$ cat config.mk
export PLATFORM = sky130hd
export DESIGN_NAME = plat_collide_scan_flat
export DESIGN_NICKNAME = d
export VERILOG_FILES = /design/src/rtl/plat_collide_scan_if.sv /design/src/rtl/plat_collide_scan.sv /design/src/flat_wrapper.sv
export SDC_FILE = /design/constraint.sdc
export NUM_CORES = 1
export LEC_CHECK = 0
export ABC_AREA = 1
export CORE_ASPECT_RATIO = 1.4
export CORE_MARGIN = 1.5
export CORE_UTILIZATION = 45
export CTS_BUF_LIST = sky130_fd_sc_hd__clkbuf_8
export DETAILED_ROUTE_END_ITERATION = 10
export GPL_TIMING_DRIVEN = 0
export PLACE_DENSITY = 0.83
export RECOVER_POWER = 25
export SLEW_MARGIN = 10
export SYNTH_ARGS = -nofsm -noshare
export SYNTH_HDL_FRONTEND = slang
export SYNTH_SLANG_ARGS = --single-unit
$ cat constraint.sdc
create_clock -name sys_clk -period 5.45 [get_ports sys_clk]
set_input_delay 0.545 -clock sys_clk [delete_from_list [all_inputs] [get_ports sys_clk]]
set_output_delay 0.545 -clock sys_clk [all_outputs]
set_load 0.01 [all_outputs]
$ cat src/rtl/plat_collide_scan_if.sv
// Scan request/result bundle for plat_collide_scan.
// Macro PLAT_COLLIDE_HEAD_BUMP_EN adds the bump/bump_idx result signals.
interface plat_collide_scan_if #(
  parameter int unsigned PLATFORM_NUM_PER_BLOCK = 7,
  parameter int unsigned PHY_WIDTH              = 16,
  parameter int unsigned BLOCK_LEN_WIDTH        = 4
);
  logic                                         start;
  logic [PHY_WIDTH-1:0]                         player_x;
  logic [PHY_WIDTH-1:0]                         player_y;
  logic                                         falling;
  logic [PLATFORM_NUM_PER_BLOCK*PHY_WIDTH-1:0]       plat_relative_x;
  logic [PLATFORM_NUM_PER_BLOCK*PHY_WIDTH-1:0]       plat_relative_y;
  logic [PLATFORM_NUM_PER_BLOCK*BLOCK_LEN_WIDTH-1:0] plat_len;
  logic                                         block_switch;
  logic                                         busy;
  logic                                         done;
  logic                                         hit;
  logic                                         aborted;
  logic [2:0]                                   hit_idx;
  logic [PHY_WIDTH-1:0]                         land_y;
`ifdef PLAT_COLLIDE_HEAD_BUMP_EN
  logic                                         bump;
  logic [2:0]                                   bump_idx;

  modport master (
    output start, player_x, player_y, falling, plat_relative_x, plat_relative_y,
           plat_len, block_switch,
    input  busy, done, hit, aborted, hit_idx, land_y, bump, bump_idx
  );
  modport slave (
    input  start, player_x, player_y, falling, plat_relative_x, plat_relative_y,
           plat_len, block_switch,
    output busy, done, hit, aborted, hit_idx, land_y, bump, bump_idx
  );
`else
  modport master (
    output start, player_x, player_y, falling, plat_relative_x, plat_relative_y,
           plat_len, block_switch,
    input  busy, done, hit, aborted, hit_idx, land_y
  );
  modport slave (
    input  start, player_x, player_y, falling, plat_relative_x, plat_relative_y,
           plat_len, block_switch,
    output busy, done, hit, aborted, hit_idx, land_y
  );
`endif
endinterface

$ cat src/rtl/plat_collide_scan.sv
// Sequential landing scan: one platform per cycle against a snapshot of player/platforms.
// Macro PLAT_COLLIDE_HEAD_BUMP_EN adds head-bump detection for upward-moving players.
module plat_collide_scan #(
  parameter int unsigned PLATFORM_NUM_PER_BLOCK = 7,
  parameter int unsigned PHY_WIDTH              = 16,
  parameter int unsigned BLOCK_LEN_WIDTH        = 4,
  parameter int unsigned TILE_WIDTH             = 8,
  parameter int unsigned PLAYER_WIDTH           = 16,
  parameter int unsigned PLAYER_HEIGHT          = 24,
  parameter int unsigned SNAP_TOL               = 8
) (
  input  logic               sys_clk,
  input  logic               sys_rst,
  plat_collide_scan_if.slave bus
);
  localparam int unsigned N     = PLATFORM_NUM_PER_BLOCK;
  localparam int unsigned SW    = PHY_WIDTH + 2;
  localparam int unsigned IDX_W = 3;

  typedef enum logic [1:0] {IDLE, SCAN, DONE} state_t;

  state_t state, state_next;
  logic [IDX_W-1:0] idx, idx_next;

  logic [PHY_WIDTH-1:0]         snap_x, snap_y;
  logic                         snap_falling;
  logic [N*PHY_WIDTH-1:0]       snap_px, snap_py;
  logic [N*BLOCK_LEN_WIDTH-1:0] snap_len;

  logic                 best_hit, best_hit_next, cand_hit;
  logic [PHY_WIDTH-1:0] best_py, best_py_next, cand_py;
  logic [IDX_W-1:0]     best_idx, best_idx_next, cand_idx;

  logic                 busy_q, done_q, hit_q, aborted_q;
  logic                 hit_next, aborted_next;
  logic [IDX_W-1:0]     hit_idx_q, hit_idx_next;
  logic [PHY_WIDTH-1:0] land_q, land_next;
  logic                 accept;

  logic [PHY_WIDTH-1:0]       cur_px, cur_py;
  logic [BLOCK_LEN_WIDTH-1:0] cur_len;
  logic [SW-1:0] p_left, p_right, p_feet, pl_left, pl_right, pl_top, pl_snap;
  logic          x_ovl, land_match;

`ifdef PLAT_COLLIDE_HEAD_BUMP_EN
  logic             best_bump, best_bump_next, cand_bump;
  logic [IDX_W-1:0] best_bidx, best_bidx_next, cand_bidx;
  logic             bump_q, bump_next;
  logic [IDX_W-1:0] bump_idx_q, bump_idx_next;
  logic [SW-1:0]    p_top;
  logic             bump_match;
`endif

  // Platform select from the snapshot
  always_comb begin
    cur_px  = '0;
    cur_py  = '0;
    cur_len = '0;
    for (int i = 0; i < int'(N); i++) begin
      if (idx == IDX_W'(i)) begin
        cur_px  = snap_px[i*PHY_WIDTH +: PHY_WIDTH];
        cur_py  = snap_py[i*PHY_WIDTH +: PHY_WIDTH];
        cur_len = snap_len[i*BLOCK_LEN_WIDTH +: BLOCK_LEN_WIDTH];
      end
    end
  end

  // Geometry at SW bits so nothing wraps; strict overlap on x
  always_comb begin
    p_left     = SW'(snap_x);
    p_right    = SW'(snap_x) + SW'(PLAYER_WIDTH);
    p_feet     = SW'(snap_y) + SW'(PLAYER_HEIGHT);
    pl_left    = SW'(cur_px);
    pl_right   = SW'(cur_px) + SW'(cur_len) * SW'(TILE_WIDTH);
    pl_top     = SW'(cur_py);
    pl_snap    = SW'(cur_py) + SW'(SNAP_TOL);
    x_ovl      = (p_right > pl_left) && (p_left < pl_right);
    land_match = snap_falling && x_ovl && (pl_top <= p_feet) && (p_feet < pl_snap);
    // Strict '<' keeps the lower index on equal py
    cand_hit = best_hit;
    cand_py  = best_py;
    cand_idx = best_idx;
    if (land_match && (!best_hit || (cur_py < best_py))) begin
      cand_hit = 1'b1;
      cand_py  = cur_py;
      cand_idx = idx;
    end
`ifdef PLAT_COLLIDE_HEAD_BUMP_EN
    p_top      = SW'(snap_y);
    bump_match = !snap_falling && x_ovl && (pl_top <= p_top) && (p_top < pl_snap);
    cand_bump  = best_bump;
    cand_bidx  = best_bidx;
    if (bump_match && !best_bump) begin
      cand_bump = 1'b1;
      cand_bidx = idx;
    end
`endif
  end

  // Next state and next output values
  always_comb begin
    state_next    = state;
    idx_next      = idx;
    accept        = 1'b0;
    best_hit_next = best_hit;
    best_py_next  = best_py;
    best_idx_next = best_idx;
    hit_next      = hit_q;
    hit_idx_next  = hit_idx_q;
    land_next     = land_q;
    aborted_next  = aborted_q;
`ifdef PLAT_COLLIDE_HEAD_BUMP_EN
    best_bump_next = best_bump;
    best_bidx_next = best_bidx;
    bump_next      = bump_q;
    bump_idx_next  = bump_idx_q;
`endif
    case (state)
      IDLE: begin
        if (bus.start) begin
          accept        = 1'b1;
          state_next    = SCAN;
          idx_next      = '0;
          best_hit_next = 1'b0;
          best_py_next  = '0;
          best_idx_next = '0;
`ifdef PLAT_COLLIDE_HEAD_BUMP_EN
          best_bump_next = 1'b0;
          best_bidx_next = '0;
`endif
        end
      end
      SCAN: begin
        if (bus.block_switch) begin
          state_next   = DONE;
          idx_next     = '0;
          hit_next     = 1'b0;
          hit_idx_next = '0;
          land_next    = '0;
          aborted_next = 1'b1;
`ifdef PLAT_COLLIDE_HEAD_BUMP_EN
          bump_next     = 1'b0;
          bump_idx_next = '0;
`endif
        end else begin
          best_hit_next = cand_hit;
          best_py_next  = cand_py;
          best_idx_next = cand_idx;
`ifdef PLAT_COLLIDE_HEAD_BUMP_EN
          best_bump_next = cand_bump;
          best_bidx_next = cand_bidx;
`endif
          if (idx == IDX_W'(N - 1)) begin
            state_next   = DONE;
            idx_next     = '0;
            hit_next     = cand_hit;
            hit_idx_next = cand_idx;
            land_next    = cand_py;
            aborted_next = 1'b0;
`ifdef PLAT_COLLIDE_HEAD_BUMP_EN
            bump_next     = cand_bump;
            bump_idx_next = cand_bidx;
`endif
          end else begin
            idx_next = idx + IDX_W'(1);
          end
        end
      end
      DONE:    state_next = IDLE;
      default: state_next = IDLE;
    endcase
  end

  always_ff @(posedge sys_clk) begin
    if (sys_rst) begin
      state        <= IDLE;
      idx          <= '0;
      snap_x       <= '0;
      snap_y       <= '0;
      snap_falling <= 1'b0;
      snap_px      <= '0;
      snap_py      <= '0;
      snap_len     <= '0;
      best_hit     <= 1'b0;
      best_py      <= '0;
      best_idx     <= '0;
      busy_q       <= 1'b0;
      done_q       <= 1'b0;
      hit_q        <= 1'b0;
      hit_idx_q    <= '0;
      land_q       <= '0;
      aborted_q    <= 1'b0;
`ifdef PLAT_COLLIDE_HEAD_BUMP_EN
      best_bump  <= 1'b0;
      best_bidx  <= '0;
      bump_q     <= 1'b0;
      bump_idx_q <= '0;
`endif
    end else begin
      state     <= state_next;
      idx       <= idx_next;
      best_hit  <= best_hit_next;
      best_py   <= best_py_next;
      best_idx  <= best_idx_next;
      busy_q    <= (state_next != IDLE);
      done_q    <= (state_next == DONE);
      hit_q     <= hit_next;
      hit_idx_q <= hit_idx_next;
      land_q    <= land_next;
      aborted_q <= aborted_next;
`ifdef PLAT_COLLIDE_HEAD_BUMP_EN
      best_bump  <= best_bump_next;
      best_bidx  <= best_bidx_next;
      bump_q     <= bump_next;
      bump_idx_q <= bump_idx_next;
`endif
      if (accept) begin
        snap_x       <= bus.player_x;
        snap_y       <= bus.player_y;
        snap_falling <= bus.falling;
        snap_px      <= bus.plat_relative_x;
        snap_py      <= bus.plat_relative_y;
        snap_len     <= bus.plat_len;
      end
    end
  end

  assign bus.busy    = busy_q;
  assign bus.done    = done_q;
  assign bus.hit     = hit_q;
  assign bus.hit_idx = hit_idx_q;
  assign bus.land_y  = land_q;
  assign bus.aborted = aborted_q;
`ifdef PLAT_COLLIDE_HEAD_BUMP_EN
  assign bus.bump     = bump_q;
  assign bus.bump_idx = bump_idx_q;
`endif
endmodule

$ cat src/flat_wrapper.sv
// flat-port wrapper written by rule: the top's interface ports become plain ports
module plat_collide_scan_flat 
#(
  parameter int unsigned PLATFORM_NUM_PER_BLOCK = 7,
  parameter int unsigned PHY_WIDTH              = 16,
  parameter int unsigned BLOCK_LEN_WIDTH        = 4,
  parameter int unsigned TILE_WIDTH             = 8,
  parameter int unsigned PLAYER_WIDTH           = 16,
  parameter int unsigned PLAYER_HEIGHT          = 24,
  parameter int unsigned SNAP_TOL               = 8
)
  (sys_clk, sys_rst, bus_start, bus_player_x, bus_player_y, bus_falling, bus_plat_relative_x, bus_plat_relative_y, bus_plat_len, bus_block_switch, bus_busy, bus_done, bus_hit, bus_aborted, bus_hit_idx, bus_land_y);
  plat_collide_scan_if #(.PLATFORM_NUM_PER_BLOCK(PLATFORM_NUM_PER_BLOCK), .PHY_WIDTH(PHY_WIDTH), .BLOCK_LEN_WIDTH(BLOCK_LEN_WIDTH)) bus_i ();
  input  logic sys_clk;
  input  logic sys_rst;
  input wire logic [$bits(bus_i.start)-1:0] bus_start;
  input wire logic [$bits(bus_i.player_x)-1:0] bus_player_x;
  input wire logic [$bits(bus_i.player_y)-1:0] bus_player_y;
  input wire logic [$bits(bus_i.falling)-1:0] bus_falling;
  input wire logic [$bits(bus_i.plat_relative_x)-1:0] bus_plat_relative_x;
  input wire logic [$bits(bus_i.plat_relative_y)-1:0] bus_plat_relative_y;
  input wire logic [$bits(bus_i.plat_len)-1:0] bus_plat_len;
  input wire logic [$bits(bus_i.block_switch)-1:0] bus_block_switch;
  output wire logic [$bits(bus_i.busy)-1:0] bus_busy;
  output wire logic [$bits(bus_i.done)-1:0] bus_done;
  output wire logic [$bits(bus_i.hit)-1:0] bus_hit;
  output wire logic [$bits(bus_i.aborted)-1:0] bus_aborted;
  output wire logic [$bits(bus_i.hit_idx)-1:0] bus_hit_idx;
  output wire logic [$bits(bus_i.land_y)-1:0] bus_land_y;
  assign bus_i.start = bus_start;
  assign bus_i.player_x = bus_player_x;
  assign bus_i.player_y = bus_player_y;
  assign bus_i.falling = bus_falling;
  assign bus_i.plat_relative_x = bus_plat_relative_x;
  assign bus_i.plat_relative_y = bus_plat_relative_y;
  assign bus_i.plat_len = bus_plat_len;
  assign bus_i.block_switch = bus_block_switch;
  assign bus_busy = bus_i.busy;
  assign bus_done = bus_i.done;
  assign bus_hit = bus_i.hit;
  assign bus_aborted = bus_i.aborted;
  assign bus_hit_idx = bus_i.hit_idx;
  assign bus_land_y = bus_i.land_y;
  plat_collide_scan #(.PLATFORM_NUM_PER_BLOCK(PLATFORM_NUM_PER_BLOCK), .PHY_WIDTH(PHY_WIDTH), .BLOCK_LEN_WIDTH(BLOCK_LEN_WIDTH), .TILE_WIDTH(TILE_WIDTH), .PLAYER_WIDTH(PLAYER_WIDTH), .PLAYER_HEIGHT(PLAYER_HEIGHT), .SNAP_TOL(SNAP_TOL)) u_core (.sys_clk(sys_clk), .sys_rst(sys_rst), .bus(bus_i));
endmodule
==> run summary <==
Outcome - completed
Int Pwr - 4.28 mW
Die Span X - 165 µm
Slowest CP cell - dfxtp_1
Final worst path period need - 5.17 ns
Clk_lat worst skew - 0.61 ns
Final-stage net count - 3,132
Critical Path End Type - flip-flop
HPWL after DPL - 47,800 µm
GRT Overall Usage - 31.6%
Pwr dens - 286 mW/mm²
Largest net degree at the start of global routing - 24
Crit path kind - flip-flop to flip-flop
# DRC - 0
Period utilisation layout - 94.8%
Sequential fraction of design power - 44.4%
Hold Crit Class - flip-flop to flip-flop
Ports - 312
First-pass GRT wire length - 90,800 µm
CTS Root Cell - clkbuf_8
Synthesized area per cell - 6.94 µm²
Distinct cell type count of the synthesized netlist - 44
WP data required - 5.91 ns
Clock tree from TritonCTS - built
Worst-Margin Slew - 0.985 ns
Initial Utilization - 45.9%
Switch share - 30.8%
Post-detailed-route count of antenna-violating nets - 0
Post-DR vias/cell - 5.43
Core Rows - 82
Final setup violating endpoints - 0
Initial antenna violation count - 1
Syn Nets - 2,750
Clk buf depth - 3
Layout cell share with drive strength beyond 1 - 6.05%
DR iter-0 viols - 1,582
Leakage - 9.29 nW
Hold slack final - 0.455 ns
#FFs+latches synth - 333
Max_cap viols - 0
Mapped Cells - 2,376
Hold Violations, Final - 0
CTS hold repair buffers - 0
DIE AREA - 0.0378 mm²
CP peak stage delay - 0.34 ns
Core ar. - 0.0359 mm²
Total CTS buffers - 51
NetSw - 1.90 mW
Combinational share of power - 21.6%
Filler cell count - 3,375
Max Transition Viols Final - 0
Max IR drop VDD - 222 µV
Peak Freq - 194 MHz
Clock power share - 34.1%
Via count - 17,700
Slew HR - 34.3%
Area of the multi-input gates - 0.00877 mm²
Grt total ovfl - 0
Warnings, synthesis - 0
Area delta synth->final - 31.4%
Die Span Y - 229 µm
DP Area - 0.0202 mm²
Clock sinks - 333
Startpoint types - flip-flop
Data arrival time of the worst path - 5.63 ns
H-tree level count - 2
Most frequent CP cell - nand2_1
Worst reg-to-reg setup slack - 0.28 ns
GPL Wtd Cong - 0.952
Fin area - 0.0217 mm²
DR pass1 iterations - 6
Post-Syn Area - 0.0165 mm²
Port Buffers - 311
Clk slew on worst S/H paths - 0.07 ns
Vias in the first global route - 17,000
CP max FO - 19
Routed wire length - 60,700 µm
Sequential cell area fraction in the yosys report - 40.4%
Drt wl/cell - 18.6 µm
Reg area - 0.00667 mm²
Clock Skews - 0.0224 ns
[path summary, 6_finish.rpt]
path	startpoint	endpoint	cells past startpoint
setup / recovery	u_core.idx[0]	u_core.best_py[8]	34
hold / removal	u_core.snap_px[91]	u_core.snap_px[91]	2
setup reg to reg	u_core.idx[0]	u_core.best_py[8]	34
hold reg to reg	u_core.snap_px[91]	u_core.snap_px[91]	2
[critical path, delay by kind of cell, from the launching register on]
family	cells	cell delay (ns)
buf+inv	8	1.34
fa+ha+maj	3	0.68
flops	1	0.34
compound gates	10	1.23
simple gates	12	1.26
xor+xnor	1	0.17
[through the flow]
stage                     util (%)  instances  power (mW)  TNS, ns  setup slack (ns)
after CTS                     59.7       3240        6.15        0            0.0157
after detailed placement      56.2       3149        4.07   -55.11             -1.49
final                         60.3       3255        6.19        0             0.282
after global routing          60.3       3255        6.45   -0.775           -0.0652
after floorplan                  -       2376        3.51        0             0.349
after global placement        56.2       3149        4.03   -54.24             -1.49
[kinds of logic (layout without fill, tap and decap cells)]
group                    Yosys count  in the layout  synth area share, %
AND/OR/NAND/NOR                 1051           1051                 25.6
AO/OA/AOI/OAI                    576            576                 18.6
flip-flops                       333            333                 40.4
buffers and inverters            292            708                 6.83
adder cells (fa/ha/maj)           85             85                 6.45
XOR/XNOR                          39             39                 2.07
other                              0              1                    0
[flip-flops by register name, summed over array words and instances (netlist names)]
register	flops
u_core.bus.hit_idx	3
u_core.best_idx	3
u_core.bus.aborted	1
u_core.bus.hit	1
u_core.snap_falling	1
u_core.snap_py	112
u_core.snap_y	16
u_core.bus.busy	1
u_core.snap_px	112
u_core.bus.done	1
u_core.state	2
u_core.best_hit	1
u_core.snap_x	16
u_core.snap_len	28
u_core.best_py	16
u_core.idx	3
u_core.bus.land_y	16
[per-layer routing]
layer	share of wire [%]	vias to the layer above	global-route usage, %
li1	-	8560	-
met1	37	8086	35.1
met2	49	805	54.6
met3	6.6	236	4.80
met4	7.3	0	21.7
met5	0	-	0
[timing repair]
action                     CTS  global route
hold endpoints to repair     0             0
setup buffers               13            16
resized for setup           67            47
pin swaps                   11            15
gates cloned                 0             2
setup endpoints to repair   40            39
[Yosys cell counts]
cell | count | area share, %
inv_2 | 5 | 0.11
xor2_1 | 32 | 1.7
a31oi_1 | 8 | 0.30
buf_6 | 1 | 0.068
buf_2 | 18 | 0.55
nand4_4 | 1 | 0.13
a22o_1 | 1 | 0.053
nand2_1 | 329 | 7.5
nand4_1 | 19 | 0.72
o21a_1 | 3 | 0.14
o21ai_0 | 331 | 10
nor2_1 | 573 | 13
clkbuf_1 | 119 | 2.7
o211ai_1 | 22 | 1.0
nand3_2 | 1 | 0.061
o221ai_1 | 2 | 0.11
nor2_2 | 2 | 0.076
o31ai_1 | 1 | 0.046
a21oi_1 | 164 | 5.0
or2_0 | 2 | 0.076
o21ai_2 | 1 | 0.053
buf_1 | 9 | 0.20
nand3_1 | 93 | 2.8
or2_2 | 3 | 0.11
a22oi_1 | 13 | 0.59
ha_1 | 85 | 6.5
nand3b_1 | 3 | 0.14
inv_1 | 138 | 3.1
nand2_2 | 2 | 0.076
nor3_2 | 1 | 0.061
and3_1 | 2 | 0.076
a21o_1 | 2 | 0.091
nor4_1 | 1 | 0.038
o221a_2 | 1 | 0.068
o22ai_1 | 3 | 0.11
o21ai_1 | 5 | 0.15
nor3_1 | 17 | 0.52
dfxtp_1 | 333 | 40
xnor2_1 | 7 | 0.37
nor3_4 | 1 | 0.099
nor2_4 | 1 | 0.068
a211oi_1 | 8 | 0.36
o21bai_1 | 11 | 0.50
clkinv_1 | 2 | 0.046
[cell type report]
type | count | area share (%)
buffer | 134 | 3.21
tap | 462 | 2.67
multi-input combinational | 1751 | 40.5
clock buffer | 68 | 4.32
inverter | 145 | 2.65
antenna | 1 | 0.0116
sequential | 333 | 30.8
timing repair buffer | 342 | 15.5
clock inverter | 19 | 0.358
[cells in the final DEF (no fill, tap or decap), types with 30 or more instances in the layout]
cell	count
ha_1	84
o21ai_0	327
clkbuf_1	104
xor2_1	32
a21oi_1	162
clkdlybuf4s50_1	287
nor2_1	571
buf_4	30
nand3_1	92
dfxtp_1	331
nand2_1	327
inv_1	150
clkbuf_8	69
[power groups by stage]
stage          sequential, mW  combinational (mW)  clock, mW
5_1_grt                  2.76                1.48       2.21
3_3_place_gp             2.78                1.25          0
2_1_floorplan            2.75               0.759          0
6_report                 2.74                1.33       2.11
4_1_cts                  2.74                1.30       2.11
3_5_place_dp             2.79                1.28          0
(Power assumes the default switching activity.)
